<file path="src/rtl/gcd_coproc.sv">
// gcd_coproc: GCD coprocessor mapped onto the 16-bit CPU bus.
// Offers a subtractive (Euclid) mode and a binary (Stein) mode, plus zero-operand
// handling, abort, a saturating step counter and a one-cycle done interrupt.
// Ports:
//   clk, reset      clock and asynchronous active-high reset
//   clk_en          lets the FSM advance; bus accesses ignore it
//   saddress        bus address; registers sit at BASE+0x00..0x14, 4-byte stride
//   srd, swr        read and write strobes
//   sdata_in        write data
//   sdata_out       combinational read data (0 unless srd hits a register)
//   done_irq        one-cycle pulse when a computation finishes
//   busy            high while the engine is running (STATUS.busy)
module gcd_coproc #(
    parameter int          WIDTH  = 32,
    parameter int          ITER_W = 16,
    parameter logic [15:0] BASE   = 16'h0100
) (
    input  logic        clk,
    input  logic        reset,
    input  logic        clk_en,
    input  logic [15:0] saddress,
    input  logic        srd,
    input  logic        swr,
    input  logic [31:0] sdata_in,
    output logic [31:0] sdata_out,
    output logic        done_irq,
    output logic        busy
);
    localparam int K_W = $clog2(WIDTH);

    typedef enum logic [1:0] {S_IDLE, S_RUN, S_SHIFT} state_t;

    state_t            r_state;
    state_t            w_state_nxt;
    logic [WIDTH-1:0]  r_a1, r_a2, r_a, r_b, r_result;
    logic [ITER_W-1:0] r_iter;
    logic [K_W-1:0]    r_k;
    logic              r_mode, r_pending, r_done, r_err, r_irq;

    logic w_wr_a1, w_wr_a2, w_wr_ctrl;
    logic w_abort, w_launch, w_start, w_zero, w_finish;

    function automatic logic [ITER_W-1:0] sat_inc(input logic [ITER_W-1:0] v);
        if (&v)
            return v;
        return v + 1'b1;
    endfunction

    assign w_wr_a1   = swr && (saddress == BASE);
    assign w_wr_a2   = swr && (saddress == BASE + 16'h0004);
    assign w_wr_ctrl = swr && (saddress == BASE + 16'h0008);

    // Abort only matters while running and bypasses clk_en.
    assign w_abort  = w_wr_ctrl && sdata_in[2] && (r_state != S_IDLE);
    assign w_launch = clk_en && (r_state == S_IDLE) && r_pending;
    // A start arriving on the launch edge would immediately re-arm the engine,
    // so it is treated like a start while busy. Abort in the same write wins.
    assign w_start  = w_wr_ctrl && sdata_in[0] && !sdata_in[2]
                      && (r_state == S_IDLE) && !w_launch;
    assign w_zero   = (r_a1 == '0) || (r_a2 == '0);

    assign busy     = (r_state != S_IDLE);
    assign done_irq = r_irq;

    always_ff @(posedge clk or posedge reset) begin
        if (reset)
            r_state <= S_IDLE;
        else
            r_state <= w_state_nxt;
    end

    always_comb begin
        w_state_nxt = r_state;
        w_finish    = 1'b0;
        if (w_abort) begin
            w_state_nxt = S_IDLE;
        end else if (clk_en) begin
            case (r_state)
                S_IDLE: begin
                    if (r_pending) begin
                        if (w_zero)
                            w_finish = 1'b1;
                        else
                            w_state_nxt = S_RUN;
                    end
                end
                S_RUN: begin
                    if (r_a == r_b) begin
                        if (r_mode) begin
                            w_state_nxt = S_SHIFT;
                        end else begin
                            w_state_nxt = S_IDLE;
                            w_finish    = 1'b1;
                        end
                    end
                end
                S_SHIFT: begin
                    w_state_nxt = S_IDLE;
                    w_finish    = 1'b1;
                end
                default: w_state_nxt = S_IDLE;
            endcase
        end
    end

    always_ff @(posedge clk or posedge reset) begin
        if (reset) begin
            r_a1      <= '0;
            r_a2      <= '0;
            r_a       <= '0;
            r_b       <= '0;
            r_k       <= '0;
            r_result  <= '0;
            r_iter    <= '0;
            r_mode    <= 1'b0;
            r_pending <= 1'b0;
            r_done    <= 1'b0;
            r_err     <= 1'b0;
            r_irq     <= 1'b0;
        end else begin
            r_irq <= w_finish;
            if (w_wr_a1)
                r_a1 <= WIDTH'(sdata_in);
            if (w_wr_a2)
                r_a2 <= WIDTH'(sdata_in);
            if (w_start) begin
                r_pending <= 1'b1;
                r_mode    <= sdata_in[1];
            end
            if (w_abort) begin
                // RESULT and ITER keep whatever the aborted run left behind.
                r_done <= 1'b0;
            end else if (clk_en) begin
                case (r_state)
                    S_IDLE: begin
                        if (r_pending) begin
                            r_pending <= 1'b0;
                            r_done    <= 1'b0;
                            r_err     <= 1'b0;
                            r_iter    <= '0;
                            if (w_zero) begin
                                r_result <= r_a1 | r_a2;
                                r_err    <= (r_a1 == '0) && (r_a2 == '0);
                                r_done   <= 1'b1;
                            end else begin
                                r_a <= r_a1;
                                r_b <= r_a2;
                                r_k <= '0;
                            end
                        end
                    end
                    S_RUN: begin
                        if (r_a == r_b) begin
                            if (!r_mode) begin
                                r_result <= r_a;
                                r_done   <= 1'b1;
                            end
                        end else begin
                            r_iter <= sat_inc(r_iter);
                            if (!r_mode) begin
                                if (r_a > r_b)
                                    r_a <= r_a - r_b;
                                else
                                    r_b <= r_b - r_a;
                            end else if (!r_a[0] && !r_b[0]) begin
                                // Common factor of two, restored in SHIFT.
                                r_a <= r_a >> 1;
                                r_b <= r_b >> 1;
                                r_k <= r_k + 1'b1;
                            end else if (!r_a[0]) begin
                                r_a <= r_a >> 1;
                            end else if (!r_b[0]) begin
                                r_b <= r_b >> 1;
                            end else if (r_a > r_b) begin
                                r_a <= (r_a - r_b) >> 1;
                            end else begin
                                r_b <= (r_b - r_a) >> 1;
                            end
                        end
                    end
                    S_SHIFT: begin
                        r_result <= r_a << r_k;
                        r_done   <= 1'b1;
                    end
                    default: ;
                endcase
            end
        end
    end

    always_comb begin
        sdata_out = '0;
        if (srd) begin
            if (saddress == BASE)
                sdata_out = 32'(r_a1);
            else if (saddress == BASE + 16'h0004)
                sdata_out = 32'(r_a2);
            else if (saddress == BASE + 16'h000C)
                sdata_out = {29'd0, r_err, r_done, busy};
            else if (saddress == BASE + 16'h0010)
                sdata_out = 32'(r_result);
            else if (saddress == BASE + 16'h0014)
                sdata_out = 32'(r_iter);
        end
    end

endmodule

</file>
<file path="config.mk">
export PLATFORM = sky130hd
export DESIGN_NAME = gcd_coproc
export DESIGN_NICKNAME = d
export VERILOG_FILES = /design/src/rtl/gcd_coproc.sv
export SDC_FILE = /design/constraint.sdc
export NUM_CORES = 1
export LEC_CHECK = 0
export ABC_AREA = 1
export ABC_CLOCK_PERIOD_IN_PS = 6950
export BUFFER_PORTS_ARGS = -buffer_cell sky130_fd_sc_hd__buf_4
export CORE_MARGIN = 5
export CORE_UTILIZATION = 60
export CTS_BUF_LIST = sky130_fd_sc_hd__clkbuf_8 sky130_fd_sc_hd__clkbuf_16
export CTS_CLUSTER_DIAMETER = 100
export DETAILED_ROUTE_END_ITERATION = 6
export PLACE_DENSITY = 0.78
export RECOVER_POWER = 25
export SLEW_MARGIN = 40
export SYNTH_ARGS = -nofsm -noshare
export SYNTH_HDL_FRONTEND = slang
export SYNTH_SLANG_ARGS = --single-unit
</file>
<file path="constraint.sdc">
create_clock -name clk -period 6.95 [get_ports clk]
set_input_delay 0.695 -clock clk [delete_from_list [all_inputs] [get_ports clk]]
set_output_delay 0.695 -clock clk [all_outputs]
set_load 0.02 [all_outputs]
</file>
* After elaboration in Yosys (flattened, before gate mapping) *
Index checks and enable logic that the tools add are counted.

storage, ports and cells
  register bits after elaboration = 188
  input port bits = 53
  output and inout bits = 34
  word-level logic and storage cells = 160

cells by class
  add/sub/neg operators = 4
  magnitude comparators = 1
  eq/ne operators = 28
  shift-type cells = 1
  mux-type cells = 72
  bitwise logic cells = 2
  reduce and logical (&&, ||, !) cells = 37

operator list
  operator                                              count
  two-way mux 32 bit                                    27
  case mux 32 bit (2 select lines)                      2
  equality test 16 x 9 -> 1 bit, second input constant  6
  case mux 32 bit (3 select lines)                      1
  logical NOT 32 bit                                    2
  two-way mux 16 bit                                    4
  subtractor 32 bit                                     2
  equality test 32 bit                                  1
  greater-than comparator 32 bit                        1
  OR 32 bit                                             1
  case mux 16 bit (2 select lines)                      1
  left shift 32 x 5 -> 32 bit                           1
  two-way mux 5 bit                                     5
  two-way mux 1 bit                                     22
  inequality test 3 bit, second input constant          7
  AND reduction 9 bit                                   2
  adder 16 x 1 -> 16 bit, second input constant         1
  inequality test 2 bit, second input constant          8
  AND reduction 16 bit                                  1
  AND reduction 8 bit                                   2
  AND reduction 7 bit                                   2
  logical AND 1 bit                                     13
  two-way mux 2 bit                                     6
  inequality test 4 bit, second input constant          3
  other kinds (17)                                      24

* Longest topological paths before layout *
Gate-level depths: netlist of run 1.

  depth after elaboration = 11
  gate-level depth with buffers = 21
  depth with buffers taken out = 19

* Worst setup path before layout of run 1 *
OpenSTA, ideal clock, no wires.

  kind = input to output
  start = in saddress[15]
  end = out sdata_out[16]
  arrival = 2.503 ns
  required time = 6.255 ns
  path slack = 3.752 ns
  stages on the path = 8
  buffers on the path = 1
  cells stage by stage = nor2_1 nand2_1 nor3_2 nand3_2 nor3_2 clkbuf_1 a21oi_1 a221oi_1

between the ends
  cells in the longest elaborated chain, start to end = 6
  elaborated cells on any way between the ends = 9
  classes of those cells = 4 x eq/ne; 5 x mux

RTL lines
  item                           line  RTL
  start: declaration             21    input logic [15:0] saddress,
  equality test 16 x 9 -> 1 bit  200   else if (saddress == BASE + 16'h0010)
  two-way mux 32 bit             200
  two-way mux 32 bit             198   else if (saddress == BASE + 16'h000C)
  two-way mux 32 bit             196   else if (saddress == BASE + 16'h0004)
  two-way mux 32 bit (*)         194   if (saddress == BASE)
  two-way mux 32 bit (*)         193   if (srd) begin
  end: declaration               25    output logic [31:0] sdata_out,

Mark *: on every way between the ends. The rest lies on a longest branch, timed or not.

==> results of run 1 <==
## cell families after synthesis
family	Yosys count	synth area share (%)
XOR/XNOR	35	1.78
flip-flops	188	27.2
AND/OR/NAND/NOR	1383	33.3
multiplexers	16	0.928
adder cells (fa/ha/maj)	73	5.38
AO/OA/AOI/OAI	591	19.9
buffers and inverters	501	11.5
## where the power goes
group	internal, mW	switching (mW)	total [mW]
registers	1.39	0.326	1.71
clock network	0.495	0.473	0.968
logic	2.22	5.32	7.55
total	4.11	6.12	10.2
## sequential cells by signal, indices dropped and copies added, names as in the netlist, 2 cells and up
name and flops:
r_b 32, r_a 32, r_a1 32, r_a2 32, r_iter 16, r_k 5, r_state 2, r_result 32
## stage by stage
step,instances,setup slack (ns),area (sq um)
3_5_place_dp,3151,2.97,18000
5_1_grt,3184,1.51,18600
3_3_place_gp,3151,3.17,18000
6_report,3185,2.30,18600
2_1_floorplan,2787,1.14,17300
4_1_cts,3183,2.93,18600
## worst paths after layout
path	start	end	slack, ns	cells past startpoint
hold / removal	r_result[25]	r_result[25]	0.49	2
setup / recovery	reset	r_a2[23]	2.30	2
hold reg to reg	r_result[25]	r_result[25]	0.49	2
min in group asynchronous	reset	r_b[4]	1.95	2
max in group clk	saddress[15]	sdata_out[28]	2.88	10
setup reg to reg	r_state[1]	r_b[31]	3.13	12
## cell type report
cell class	count	share of cell area [%]
tap	384	2.58
clock buffer	17	2.29
antenna	1	0.0135
multi-input combinational	2098	57.1
sequential	188	25.3
timing repair buffer	107	4.45
clock inverter	15	0.659
inverter	375	7.57
## cell usage in the layout, fill, tap and decap left out, drive strengths merged, types with 7 or more instances in the layout
cell and instances:
a21boi 30, a21oi 158, a221oi 10, buf 106
clkbuf 18, clkinv 12, dfrtp 188, ha 71
inv 377, mux2i 16, nand2 919, nand3 113
nand4 32, nor2 273, nor3 30, o2111ai 8
o211ai 32, o21ai 259, o21bai 7, o22ai 53
xor2 29
## metal layers
| layer | track usage, % | share of wire [%] | up-vias |
|---|---|---|---|
| met4 | 15.9 | 4.5 | 0 |
| li1 | - | - | 8963 |
| met2 | 63.7 | 45 | 1407 |
| met5 | 0 | 0 | - |
| met3 | 10.8 | 13 | 235 |
| met1 | 52.2 | 38 | 9132 |
## worst reg2reg max path, cell delays in order, from the launching register on
cell and delay [ns]:
dfrtp_1 0.41, inv_1 0.12, ha_2 0.17, buf_4 0.61, nand2_1 0.64, nor3_1 0.48, inv_1 0.08, nand4_1 0.22
nor2_4 0.10, nand2_4 0.46, inv_1 0.21, nand2_1 0.12, o21ai_0 0.08
==> metrics.csv, run 1 <==
stage,metric,value,unit
timing,skew,0.00922,ns
run_status,violations,"design-rule violations, max-capacitance violations, max-slew violations",
floorplan,die_x,180,um
hold_path,hp-class,register to register,
synthesis,yosysMostFrequentCell,nand2_1,
clock_network,cts_hold_buf,0,
layout,area_growth,7.70,%
synthesis,ys_warn_count,0,
run_status,status,"finished, violations left",
timing,post-route-period-util,67.0,%
timing,hold_viol,0,
power_and_ir_drop,vdd_drop_max,316,uV
global_routing,antenna_found_initial,0,
synthesis,synth_top_area_share,27.2,%
detailed_routing,drc,34,
timing,rsz0062_at_grt,false,
synthesis,yosys-top-cells-count,"897 x nand2_1, 367 x inv_1, 248 x o21ai_0",
setup_path,critical_path.endpoint_type,asynchronous set/reset pin,
layout,seq_area,4700,sq um
layout,fin_nets,2913,
setup_path,max_stage_delay,3.14,ns
layout,postLayoutCoreUtil,65.1,%
setup_path,required,6.43,ns
synthesis,ys_types,57,
clock_network,cts_setup_buffers,0,
clock_network,cts.sinks,188,
clock_network,post_cts_resized,0,
detailed_routing,dr.pass1.iters,7,
clock_network,cts-root-buf,clkbuf_16,
floorplan,core_area,28500,sq um
setup_path,criticalPathCategory,primary input to asynchronous set/reset pin,
timing,finalCriticalPeriod,4.65,ns
global_routing,grt_overflow,0,
setup_path,critPathMaxFanout,109,
global_routing,grt_use_total,40.0,%
floorplan,initial_core_util,60.5,%
detailed_routing,wl_per_cell,21.2,um
synthesis,syn-num-nets,2913,
synthesis,post-synth-top-area-cell,dfrtp_1,
global_routing,grt_max_degree,110,
synthesis,syn_avg_cell_area,6.20,sq um
power_and_ir_drop,power,10.2,mW
clock_network,clk_pin_slew,0.07,ns
place,dp_hpwl,51200,um
clock_network,cts_buffers,17,
power_and_ir_drop,power.leakage,9.64,nW
floorplan,dieArea,32300,sq um
clock_network,clock_latency,0.46,ns
detailed_routing,drt-initial-drc-count,2919,
synthesis,async_reset_ff_share,100,%
floorplan,rows,62,
layout,layout-drive-gt1-share,8.39,%
timing,whs,0.487,ns
timing,setup_tns,0,ns
synthesis,yosysSeqAreaShare,27.2,%
global_routing,grt_pass1_wl,103000,um
global_routing,grt_pass1_vias,18500,
clock_network,cts-htree-levels,4,
setup_path,critPathLaunchType,primary input,
place,portBuffers,86,
place,place.gp.congestion,1.03,
detailed_routing,antenna_left,0,
layout,multi_input_area,10600,sq um
synthesis,synth_ff_type,dfrtp_1,
synthesis,synth_area_leaders,"dfrtp_1 27%, nand2_1 20%, inv_1 8.0%, o21ai_0 7.2%, nor2_1 5.3%",
run,drv_cap,1,
synthesis,syn_inst,2787,
setup_path,crit_buf_inv,2,
floorplan,ios,87,
floorplan,die_h,180,um
setup_path,crit_arrival,4.13,ns
synthesis,synth_edf_count,0,
timing,finalSetupViolCount,0,
timing,slew_headroom,-209,%
power_and_ir_drop,p_per_area,550,nW/um^2
detailed_routing,avgViaCountPerCell,6.20,
timing,slew_viol_final,110,
setup_path,cpMaxStageDelayCell,inv_1,
synthesis,synth_area,17300,sq um
synthesis,ys_ff_latch,188,
clock_network,tritoncts,built,
setup_path,crit_family,buffers and inverters,
setup_path,crit_chain,"clkbuf_4, inv_1",
clock_network,clk_path_buf_depth,2,
timing,tightest_slew,4.63,ns
detailed_routing,vias,19700,
detailed_routing,drt_wl_total,67400,um
layout,num-fill-cells,2694,
timing,fmax,215,MHz
No activity file was read; power rests on OpenSTA's default activity.
==> run 2: changes to the inputs <==
--- a/config.mk
+++ b/config.mk
@@ -6,10 +6,10 @@
 export NUM_CORES = 1
 export LEC_CHECK = 0
 export ABC_AREA = 1
-export ABC_CLOCK_PERIOD_IN_PS = 6950
+export ABC_CLOCK_PERIOD_IN_PS = 3900
 export BUFFER_PORTS_ARGS = -buffer_cell sky130_fd_sc_hd__buf_4
 export CORE_MARGIN = 5
-export CORE_UTILIZATION = 60
+export CORE_UTILIZATION = 57
 export CTS_BUF_LIST = sky130_fd_sc_hd__clkbuf_8 sky130_fd_sc_hd__clkbuf_16
 export CTS_CLUSTER_DIAMETER = 100
 export DETAILED_ROUTE_END_ITERATION = 6
==> constraint.sdc (replaced) <==
create_clock -name clk -period 3.9 [get_ports clk]
set_input_delay 0.39 -clock clk [delete_from_list [all_inputs] [get_ports clk]]
set_output_delay 0.39 -clock clk [all_outputs]
set_load 0.02 [all_outputs]
==> run 2 against run 1 <==
The flow finishes with violations (max-capacitance violations, max-slew violations). Utilization fell by 2.1 points. Total power rose by 81%. Register-to-register slack got worse by 2.8 ns. Worst setup slack got worse by 1.9 ns. Clock skew rose by 0.0039 ns.
==> metrics.csv, run 2 (synthesized netlist as in run 1, its figures left out) <==
stage,metric,value,unit
clock_network,cts_buffers,17,
floorplan,ios,87,
detailed_routing,antenna_left,0,
detailed_routing,vias,19700,
floorplan,die_h,184,um
place,place_inst,3182,
setup_path,criticalPathCategory,register to register,
timing,skew,0.0131,ns
floorplan,rows,63,
detailed_routing,drt-initial-drc-count,2808,
detailed_routing,drc,0,
timing,post-route-period-util,90.4,%
run_status,violations,"max-capacitance violations, max-slew violations",
layout,n_antenna_cell,0,
power_and_ir_drop,comb_power_share,74.3,%
layout,num-fill-cells,2828,
floorplan,die_x,184,um
global_routing,grt_pass1_vias,18200,
global_routing,antenna_found_initial,0,
clock_network,cts.sinks,188,
layout,postLayoutCoreUtil,63.1,%
layout,layout.cells.most_common_list,"895 x nand2_1, 363 x inv_1, 248 x o21ai_0, 243 x nor2_1, 188 x dfrtp_1",
timing,hold_viol,0,
power_and_ir_drop,p_per_area,985,nW/um^2
place,place.gp.congestion,1.05,
layout,stdcell_count,3214,
setup_path,ff2ff_path_depth,19,
clock_network,tritoncts,built,
timing,slew_headroom,-30.8,%
clock_network,cts-root-buf,clkbuf_16,
setup_path,required,4.27,ns
floorplan,core_area,29800,sq um
power_and_ir_drop,power.leakage,9.73,nW
detailed_routing,avgViaCountPerCell,6.13,
global_routing,grt_overflow,0,
hold_path,hp-class,primary input to register,
clock_network,clk_path_buf_depth,2,
timing,finalCriticalPeriod,3.52,ns
run,drv_cap,2,
clock_network,clk_pin_slew,0.08,ns
global_routing,grt_max_degree,77,
timing,slew_viol_final,147,
detailed_routing,dr.pass1.iters,6,
layout,fin_nets,2938,
power_and_ir_drop,clockPowerShare,9.5,%
power_and_ir_drop,p_switching,11.1,mW
timing,fmax,284,MHz
detailed_routing,drt_wl_total,68500,um
floorplan,dieArea,33900,sq um
place,portBuffers,86,
power_and_ir_drop,vdd_drop_max,536,uV
timing,finalSetupViolCount,0,
clock_network,cts-htree-levels,4,
power_and_ir_drop,p_sw_share,60.2,%
power_and_ir_drop,seqPwrFrac,16.2,%
hold_path,min_path_cells,3,
timing,setup_tns,0,ns
global_routing,grt_pass1_wl,105000,um
setup_path,critPathMaxFanout,18,
clock_network,cts_setup_buffers,0,
timing,rsz0062_at_grt,false,
setup_path,critPathLaunchType,register,
layout,layout-drive-gt1-share,9.10,%
setup_path,crit_arrival,3.89,ns
layout,area_growth,8.85,%
power_and_ir_drop,p_int,7.37,mW
timing,tightest_slew,1.96,ns
global_routing,grt_use_total,39.9,%
clock_network,clock_latency,0.45,ns
floorplan,initial_core_util,57.9,%
run_status,status,"finished, violations left",
setup_path,critical_path.endpoint_type,register,
place,dp_hpwl,54000,um
layout,layout_commonest_cell,nand2_1,
detailed_routing,wl_per_cell,21.3,um
[run 2: changes by cell type in the layout (fill, tap and decap cells not counted), moves of 2 or more]
cell	delta
nand2_2	+2
clkbuf_2	+2
inv_8	+4
buf_12	+2
inv_2	-3
buf_4	+22
clkinv_2	-6
nand2_4	-2
[run 2: per-stage QoR]
| stage | total power, mW | hold WS [ns] | setup WS (ns) | area [sq um] |
|---|---|---|---|---|
| final | 18.5 | 0.202 | 0.376 | 18800 |
| after global routing | 19.8 | 0.213 | 0.228 | 18800 |
| after CTS | 17.9 | 0.194 | 0.477 | 18800 |
| after detailed placement | 16.1 | 0.424 | 0.496 | 18300 |
| after global placement | 16.0 | 0.418 | 0.665 | 18200 |
| after floorplan | 12.0 | 0.449 | 1.09 | 17300 |
[run 2: worst paths after layout]
path / from / slack, ns / end
max: r_a[0] / 0.38 / r_a[13]
min: sdata_in[7] / 0.20 / r_a1[7]
max reg2reg: r_a[0] / 0.38 / r_a[13]
min reg2reg: r_result[11] / 0.49 / r_result[11]
max in group asynchronous: reset / 1.00 / r_state[0]
min in group asynchronous: reset / 0.57 / r_a[8]
[run 2: timing repair]
action,4_1_cts,5_1_grt
gates resized for setup,0,0
hold buffers,1,0
endpoints found under the hold margin,13,0
[run 2: final cells by class]
class	count	area [sq um]	area share [%]
Inverter	375	1410	7.50
Clock buffer	17	425	2.26
Sequential cell	188	4700	25.0
Multi-Input combinational cell	2098	10600	56.5
Tap cell	390	488	2.60
Timing Repair Buffer	132	1010	5.39
Clock inverter	14	141	0.752
[run 2: per-layer routing]
metal  vias to the layer above  global-route usage (%)  part of all wire (%)
li1                       9016                       -                     -
met3                       200                    7.76                    12
met4                         0                    14.2                   4.2
met1                      9135                    55.2                    40
met5                         -                       0                     0
met2                      1358                    62.6                    44
[run 2: power by group through the flow]
stage / sequential (mW) / clock, mW / combinational (mW)
floorplan: 2.84 / 0 / 9.16
global placement: 2.96 / 0 / 13.1
detailed placement: 3.00 / 0 / 13.1
CTS: 2.97 / 1.75 / 13.2
global route: 3.06 / 1.83 / 14.9
finish: 3.00 / 1.76 / 13.8
[run 2: worst max-delay path, cell delays in order, from the launching register on]
cell	delay (ns)
dfrtp_1	0.47
inv_1	0.17
ha_1	0.29
fa_1	0.42
inv_1	0.15
nand3_1	0.08
nand2_1	0.15
nand2_1	0.07
nand2_1	0.13
nand2_1	0.08
nand2_2	0.10
nand2_2	0.07
nand2_4	0.08
nand2_4	0.07
nand2_1	0.10
nand2_4	0.07
nor2_4	0.40
buf_4	0.31
nor2_1	0.06
a21oi_1	0.16
